**config.mk**
```make
export PLATFORM = sky130hd
export DESIGN_NAME = rng_wb_fetcher
export DESIGN_NICKNAME = d
export VERILOG_FILES = /design/src/rtl/rng_wb_fetcher.sv
export SDC_FILE = /design/constraint.sdc
export NUM_CORES = 1
export LEC_CHECK = 0
export ABC_AREA = 1
export CORE_AREA = 2 2 68 134
export CTS_CLUSTER_DIAMETER = 80
export DETAILED_ROUTE_END_ITERATION = 7
export DIE_AREA = 0 0 70 136
export PLACE_DENSITY = 0.78
export SYNTH_ARGS = -nofsm -noshare
export SYNTH_HDL_FRONTEND = slang
export SYNTH_SLANG_ARGS = --single-unit
```
**constraint.sdc**
```tcl
create_clock -name i_sysClock -period 1.7 [get_ports i_sysClock]
set_input_delay 0.34 -clock i_sysClock [delete_from_list [all_inputs] [get_ports i_sysClock]]
set_output_delay 0.34 -clock i_sysClock [all_outputs]
set_load 0.02 [all_outputs]
```
**src/rtl/rng_wb_fetcher.sv**
```systemverilog
// Wishbone master that configures the RNG slave, polls its status and streams fetched words out.
// Optional ack watchdog enabled by defining RNG_FETCH_TIMEOUT_EN.
module rng_wb_fetcher #(
    parameter logic [31:0] BASE_ADDR      = 32'h3000_0000,
    parameter logic [5:0]  CTRL_VALUE     = 6'b100011,
    parameter int unsigned BR_W           = 5,
    parameter int unsigned TIMEOUT_CYCLES = 64
) (
    input  logic        i_sysClock,
    input  logic        wb_rst_i,
    input  logic        i_start,
    input  logic [15:0] i_nWords,
    output logic        wbm_cyc_o,
    output logic        wbm_stb_o,
    output logic        wbm_we_o,
    output logic [31:0] wbm_adr_o,
    output logic [31:0] wbm_dat_o,
    input  logic [31:0] wbm_dat_i,
    input  logic        wbm_ack_i,
    output logic [31:0] o_word,
    output logic        o_valid,
    input  logic        i_ready,
    output logic        o_busy,
    output logic        o_done,
    output logic        o_err
);

    if (TIMEOUT_CYCLES < 1) begin : g_bad_timeout
        $error("TIMEOUT_CYCLES must be at least 1");
    end

    typedef enum logic [2:0] {
        S_IDLE, S_CFG, S_POLL, S_DATA, S_PUSH, S_DONE, S_ERR
    } state_t;

    state_t      state;
    logic [15:0] count;

`ifdef RNG_FETCH_TIMEOUT_EN
    localparam int unsigned TO_W = $clog2(TIMEOUT_CYCLES + 1);
    logic [TO_W-1:0] to_cnt;
`endif

    always_ff @(posedge i_sysClock) begin
        if (wb_rst_i) begin
            state     <= S_IDLE;
            count     <= '0;
            wbm_cyc_o <= 1'b0;
            wbm_stb_o <= 1'b0;
            wbm_we_o  <= 1'b0;
            wbm_adr_o <= '0;
            wbm_dat_o <= '0;
            o_word    <= '0;
            o_valid   <= 1'b0;
            o_busy    <= 1'b0;
            o_done    <= 1'b0;
            o_err     <= 1'b0;
`ifdef RNG_FETCH_TIMEOUT_EN
            to_cnt    <= '0;
`endif
        end else begin
            o_done <= 1'b0;
            case (state)
                S_IDLE: begin
                    if (i_start) begin
                        o_busy <= 1'b1;
                        o_err  <= 1'b0;
                        if (i_nWords == '0) begin
                            state <= S_DONE;
                        end else begin
                            count <= i_nWords;
                            state <= S_CFG;
                        end
                    end
                end
                // A bus state spends its first cycle idle (cyc low), which also
                // provides the mandatory gap after the previous transaction.
                S_CFG, S_POLL, S_DATA: begin
                    if (!wbm_cyc_o) begin
                        wbm_cyc_o <= 1'b1;
                        wbm_stb_o <= 1'b1;
                        wbm_we_o  <= (state == S_CFG);
                        wbm_dat_o <= (state == S_CFG) ? 32'(CTRL_VALUE) : '0;
                        case (state)
                            S_CFG:   wbm_adr_o <= BASE_ADDR;
                            S_POLL:  wbm_adr_o <= BASE_ADDR + 32'h08;
                            default: wbm_adr_o <= BASE_ADDR + 32'h10;
                        endcase
`ifdef RNG_FETCH_TIMEOUT_EN
                        to_cnt <= '0;
`endif
                    end else if (wbm_ack_i) begin
                        wbm_cyc_o <= 1'b0;
                        wbm_stb_o <= 1'b0;
                        wbm_we_o  <= 1'b0;
                        case (state)
                            S_CFG: state <= S_POLL;
                            S_POLL: begin
                                if (wbm_dat_i[BR_W-1:0] >= BR_W'(4))
                                    state <= S_DATA;
                            end
                            default: begin
                                o_word  <= wbm_dat_i;
                                o_valid <= 1'b1;
                                count   <= count - 16'd1;
                                state   <= S_PUSH;
                            end
                        endcase
                    end
`ifdef RNG_FETCH_TIMEOUT_EN
                    else if (to_cnt == TO_W'(TIMEOUT_CYCLES - 1)) begin
                        wbm_cyc_o <= 1'b0;
                        wbm_stb_o <= 1'b0;
                        wbm_we_o  <= 1'b0;
                        o_err     <= 1'b1;
                        state     <= S_ERR;
                    end else begin
                        to_cnt <= to_cnt + 1'b1;
                    end
`endif
                end
                S_PUSH: begin
                    if (i_ready) begin
                        o_valid <= 1'b0;
                        state   <= (count == '0) ? S_DONE : S_POLL;
                    end
                end
                S_DONE: begin
                    o_done <= 1'b1;
                    o_busy <= 1'b0;
                    state  <= S_IDLE;
                end
                S_ERR: begin
                    count  <= '0;
                    o_busy <= 1'b0;
                    state  <= S_IDLE;
                end
                default: state <= S_IDLE;
            endcase
        end
    end

endmodule

```
==> impl_metrics.py <==
metrics = {
    "routing": {
        "wl_per_cell_um": 12.8,
        "drt_iter0_drc": 168,
        "wirelength_um": 9740,
        "vias": 3615,
        "drc_errors": 0,
        "vias_per_cell": 4.75,
        "ant_nets": 0,
        "dr.pass1.iters": 4,
    },
    "global_routing": {
        "grt_usage": 0.203,
        "grt_overflow": 0,
        "grt_first_pass_wirelength_um": 15300,
        "grt_pass1_vias": 3456,
        "grt_max_degree": 33,
        "antenna_found_initial": 0,
    },
    "logic_synthesis": {
        "yosys_warnings": 0,
        "syn_inst": 540,
        "yosys-top-cells-area": "dfxtp_1 35%, nor2_1 16%, buf_4 13%",
        "synth_cell_types": 25,
        "async_reset_ff_frac": 0,
        "ys_seq_area_frac": 0.350,
        "syn_area_per_cell_sq_um": 6.46,
        "netlist_area_sq_mm": 0.00349,
        "synth_largest_area_cell": "dfxtp_1",
        "ys.flop_type": "dfxtp_1",
        "yosysTopAreaCellShare": 0.350,
        "synth_common_cells": "144 x nor2_1, 106 x nand2_1, 61 x buf_4, 61 x dfxtp_1, 42 x o21ai_0",
        "synthMostInstantiatedCell": "nor2_1",
        "ys_seq_elements": 61,
        "synth-edff-count": 0,
    },
    "power": {
        "pwr-share-clk": 0.219,
        "p_int_w": 0.00449,
        "pwr-share-seq": 0.246,
        "total_power_w": 0.00827,
        "comb_power_share": 0.536,
        "swShare": 0.457,
        "power_density_mw_per_mm2": 1720,
        "p_leak_nw": 2.32,
        "power.switching_w": 0.00378,
        "ir_drop_mv": 0.905,
    },
    "floorplanning": {
        "pin_count": 156,
        "core_area_sq_mm": 0.00853,
        "die_area_sq_mm": 0.00952,
        "die_y_um": 136,
        "die_x_um": 70,
        "num_rows": 48,
        "start_util": 0.409,
    },
    "clock_tree": {
        "cts_hold_repair.buffers": 0,
        "cts_tree": "done",
        "cts_root_buffer": "clkbuf_16",
        "h-tree-depth": 3,
        "path_clk_slew_ps": 60,
        "clockBufferDepth": 2,
        "clock-sinks": 61,
        "numCtsBuffers": 9,
        "clk_latency_ps": 330,
    },
    "setup_path": {
        "crit_type": "flop to primary output",
        "critical-path-slowest-cell": "clkdlybuf4s50_1",
        "cp_cell_sequence": "clkdlybuf4s50_1",
        "cpPeakStageDelay_ps": 620,
        "cp-end-kind": "primary output",
        "worstPathArrival_ps": 1320,
        "critPathLaunchType": "flop",
        "crit_fanout": 2,
        "cp_num_buf_inv": 1,
        "worstPathRequired_ps": 1360,
        "path_delay_family": "buffers and inverters",
    },
    "placed_design": {
        "dp_hpwl_um": 7490,
        "pre_cts_ws_ps": -207,
        "port_buffers": 97,
        "placed_area_sq_mm": 0.00445,
        "gp_congestion": 0.956,
    },
    "final_layout": {
        "design_area_sq_mm": 0.00482,
        "nFillCells": 823,
        "layout.nets": 710,
        "area_growth_pct": 38.3,
        "antennaDiodeCount": 0,
        "final_layout_size_suffix_gt1_frac": 0.0953,
    },
    "sta": {
        "holdWs_ps": 468,
        "fin_crit_sh": 0.977,
        "post-route-min-period_ps": 1660,
        "finalSetupViolations": 0,
        "drv_slew": 0,
        "setup_slack_ps": 38.9,
        "max_freq_mhz": 602,
        "hold_viol": 0,
        "worst_clock_skew_ps": 9.57,
    },
    "min_path": {
        "min_path_type": "flop to flop",
    },
    "run": {
        "max_cap_viol_count": 0,
    },
    "status": {
        "run_status": "completed",
    },
}
-- final timing paths --
path,startpoint,depth (start not counted),end,slack (ps)
setup / recovery,o_busy,1,o_busy,40
hold reg to reg,o_valid,2,o_valid,470
setup reg to reg,state[1],9,count[11],110
hold / removal,o_valid,2,o_valid,470
-- logic make-up after synthesis --
| logic type | synth area share |
|---|---|
| AOI/OAI and AO/OA | 0.0872 |
| xor gates and xnor gates | 0.00251 |
| adders and majority gates | 0.00359 |
| buffers and inverters | 0.204 |
| DFF | 0.350 |
| other | 0.00108 |
| and+or+nand+nor | 0.351 |
-- metal layers --
layer | vias to the layer above | global-route usage | wire length [um]
met5 | - | 0 | 0
met4 | 0 | 0.127 | 457
met3 | 34 | 0.0571 | 712
met2 | 169 | 0.394 | 5320
met1 | 1608 | 0.178 | 3250
li1 | 1804 | - | -
-- cell type report --
cell class,count,area (sq um),area share
inverter,42,160,0.0332
clock inverter,7,76.3,0.0158
timing repair buffer,126,1210,0.251
multi-input combinational,416,1800,0.374
sequential,61,1220,0.254
tap,100,125,0.0260
clock buffer,9,225,0.0467
-- state kept, by name (all words and copies together) (netlist names) --
signal,cells
wbm_stb_o,1
o_done,1
wbm_adr_o,3
o_word,32
wbm_dat_o,1
wbm_cyc_o,1
count,16
wbm_we_o,1
o_valid,1
state,3
o_busy,1
-- stage by stage --
| stage | utilization | setup TNS [ps] | cells |
|---|---|---|---|
| after floorplan | - | 0 | 597 |
| after global placement | 0.522 | -3500 | 741 |
| after detailed placement | 0.522 | -3570 | 741 |
| after CTS | 0.558 | 0 | 757 |
| after global routing | 0.565 | -26.1 | 761 |
| final | 0.565 | 0 | 761 |
-- layout by cell type (no fill, tap or decap) --
| cell | instances |
|---|---|
| bufinv_16 | 1 |
| nor2_2 | 4 |
| ha_1 | 1 |
| buf_4 | 27 |
| clkinv_2 | 1 |
| inv_1 | 38 |
| inv_4 | 1 |
| nand4_1 | 10 |
| dfxtp_1 | 60 |
| a21oi_1 | 16 |
| buf_12 | 1 |
| nand3_1 | 27 |
| nor2_8 | 1 |
| nand3b_1 | 1 |
| nor3_4 | 1 |
| xor2_1 | 1 |
| dlymetal6s2s_1 | 1 |
| o21ai_0 | 42 |
| inv_2 | 3 |
| dfxtp_2 | 1 |
| nor2_1 | 140 |
| buf_6 | 1 |
| clkdlybuf4s50_1 | 96 |
| o2111ai_1 | 1 |
| nand2_1 | 105 |
| conb_1 | 58 |
| clkinv_4 | 3 |
| clkbuf_16 | 9 |
| nand3_2 | 2 |
| nand2_2 | 3 |
| nand3_4 | 2 |
| o21ai_1 | 1 |
| clkinvlp_4 | 2 |
-- power groups by stage --
stage | Combinational, W | Sequential (W) | Clock (W)
floorplan | 0.00307 | 0.00207 | 0
global placement | 0.00410 | 0.00203 | 0
detailed placement | 0.00420 | 0.00205 | 0
CTS | 0.00423 | 0.00202 | 0.00184
global route | 0.00495 | 0.00207 | 0.00190
finish | 0.00443 | 0.00203 | 0.00181
-- what timing repair did --
item,4_1_cts,5_1_grt
gates cloned,0,1
endpoints found under the hold margin,0,0
resized for setup,2,11
setup endpoints to repair,1,52
setup buffers,0,3
pin swaps,0,2
Note: power is estimated with default switching activity, not from simulation.
==> RTL change: new RTL, config.mk and constraints unchanged <==
The option `RNG_FETCH_TIMEOUT_EN` is turned on by a define.
--- a/src/rtl/rng_wb_fetcher.sv
+++ b/src/rtl/rng_wb_fetcher.sv
@@ -1,5 +1,7 @@
 // Wishbone master that configures the RNG slave, polls its status and streams fetched words out.
 // Optional ack watchdog enabled by defining RNG_FETCH_TIMEOUT_EN.
+`define RNG_FETCH_TIMEOUT_EN
+
 module rng_wb_fetcher #(
     parameter logic [31:0] BASE_ADDR      = 32'h3000_0000,
     parameter logic [5:0]  CTRL_VALUE     = 6'b100011,
Function: no difference found for any inputs over 10 cycles, from zero or initial values and one cycle with wb_rst_i high; that may be too few to reach the edited logic, so the function may still have changed.
==> RTL change against the unedited design <==
Via count is 9.7% higher; cell area grew 10%; sequential cell count up 8; synthesized area grew 13%; wire length increased by 10%; non-clock buffer count up 5; power decreased by 6.7%; setup slack gained 0.0013 ns.
==> RTL change: results (changes against the unedited design) <==
- The met1 wire length is 3660 µm (was 3250 µm).
- The met2 layer usage reported by global route came to 0.443 (was 0.394).
- The reported leakage power is 0.00256 µW (was 0.00232 µW).
- The maximum number of pins on one net before global-route repair came to 34 (was 33).
- The routed length on met2 is 6070 µm (was 5320 µm).
- The sink of the worst hold path is o_busy (was o_valid).
- The global-route wire length before repair was 16,800 µm (was 15,300 µm).
- The hold path startpoint is o_busy (was o_valid).
- The via count of the first global-routing pass is 3,885 (was 3,456).
- The highest layer used for signal routing is met4 (unchanged).
- The worst reg2reg path startpoint is state[0] (was state[1]).
- The number of input and output port buffers inserted was 98 (was 97).
- The worst IR drop on VDD is 0.801 mV (was 0.905 mV).
- The final antenna diode count came to 0 (unchanged).
- The estimated wirelength of the detail-placed design came to 8360 µm (was 7490 µm).
- The path depth of the worst reg2reg path is 8 (was 9).
- Largest regs: o_word: 32 flops, count: 16 flops, to_cnt: 7 flops (was o_word: 32 flops, count: 16 flops).
- The fraction of met1 tracks used by global routing is 0.197 (was 0.178).
- The final net count is 776 (was 710).
- The fraction of the yosys area taken by sequential cells is 0.350 (about the same).
- The length of routed met3 wiring is 565 µm (was 712 µm).
- The maximum level of the CTS H-tree is 3 (unchanged).
- The worst-skew pair later-pin latency is 0.33 ns (about the same).
- The initial detailed-routing violation count was 188 (was 168).
- The unique cell type count in the Yosys netlist came to 31 (was 25).
- The fraction of layout cells with a size suffix above 1 came to 0.105 (was 0.0953).
- Result of the run: finished, final reports clean (unchanged).
- The number of detailed-route iterations in the first pass came to 5 (was 4).
- Synth area leaders: sky130_fd_sc_hd__dfxtp_1 (35%), sky130_fd_sc_hd__nor2_1 (14%), sky130_fd_sc_hd__buf_4 (12%) (was sky130_fd_sc_hd__dfxtp_1 (35%), sky130_fd_sc_hd__nor2_1 (16%), sky130_fd_sc_hd__buf_4 (13%)).
- The worst hold slack is 0.456 ns (was 0.468 ns).
- The met3 usage is 0.0511 (was 0.0571).
- The total number of vias is 3,965 (was 3,615).
- The reg2reg setup slack is 0.17 ns (was 0.11 ns).
- The final clock skew is 0.00520 ns (was 0.00957 ns).
- The aggregate routed wire length is 10,700 µm (was 9740 µm).
- The biggest fanout along the worst timing path is 3 (was 2).
- Cell types with the highest counts after synthesis: sky130_fd_sc_hd__nor2_1 (149), sky130_fd_sc_hd__nand2_1 (122), sky130_fd_sc_hd__dfxtp_1 (69) (was sky130_fd_sc_hd__nor2_1 (144), sky130_fd_sc_hd__nand2_1 (106), sky130_fd_sc_hd__buf_4 (61), sky130_fd_sc_hd__dfxtp_1 (61), sky130_fd_sc_hd__o21ai_0 (42)).
- The hold-critical path depth is 2 (unchanged).
- The async set-or-reset flop fraction in the synthesized netlist was 0 (unchanged).
- The end of the worst register-to-register path is count[0] (was count[11]).
- The final weighted congestion of routability-driven global placement is 0.963 (was 0.956).
- The CTS buffer count came to 9 (unchanged).
- The number of resized instances in the post-cts repair step is 1 (was 2).
- The number of buffers inserted to repair setup after CTS is 0 (unchanged).
- The global-route usage over all layers came to 0.221 (was 0.203).
- The count of fill cells added during filler insertion was 810 (was 823).
==> RTL change: how the worst max path moves through the flow <==
stage | end | from | cells after the start | slack (ns)
global route | count[10] | count[0] | 9 | -0.004
CTS | wbm_dat_o[5] | wbm_dat_o[1] | 1 | 0.008
finish | wbm_adr_o[28] | wbm_adr_o[28] | 1 | 0.04
floorplan | count[11] | wbm_cyc_o | 8 | 0.25
global placement | o_word[9] | wbm_ack_i | 6 | -0.09
detailed placement | o_word[18] | wbm_ack_i | 6 | -0.17
==> RTL change: cell families (layout without fill, tap and decap cells) <==
kind of cell               count (synthesis)  count (layout)  synth area share
and+or+nand+nor                          330             330             0.349
buffers and inverters                    127             194             0.192
AOI/OAI and AO/OA                         72              72            0.0988
DFF                                       69              69             0.350
adders and majority gates                  3               3           0.00950
other                                      1              57          0.000949
==> RTL change: metrics by stage <==
stage | setup TNS, ns | instances | total power [µW] | worst slack [ns] | cell area [µm²]
6_report | 0 | 825 | 7710 | 0.0402 | 5310
5_1_grt | -0.00450 | 825 | 8220 | -0.00450 | 5310
4_1_cts | 0 | 825 | 7710 | 0.00849 | 5280
3_5_place_dp | -6.66 | 809 | 5550 | -0.173 | 4940
3_3_place_gp | -3.59 | 809 | 5460 | -0.0898 | 4940
2_1_floorplan | 0 | 658 | 4610 | 0.255 | 4160
==> RTL change: layout make-up <==
type	count	area, µm²	area share
multi-input combinational	462	2030	0.383
clock inverter	6	111	0.0210
sequential	69	1380	0.260
inverter	47	176	0.0332
timing repair buffer	131	1250	0.235
tap	100	125	0.0236
clock buffer	10	229	0.0431
==> RTL change: power by group <==
group / switching (µW) / internal, µW / leakage (µW)
Clock: 705 / 1430 / 0.000163
Combinational: 2230 / 1270 / 0.00184
Sequential: 206 / 1860 / 0.000561
Total: 3150 / 4570 / 0.00256
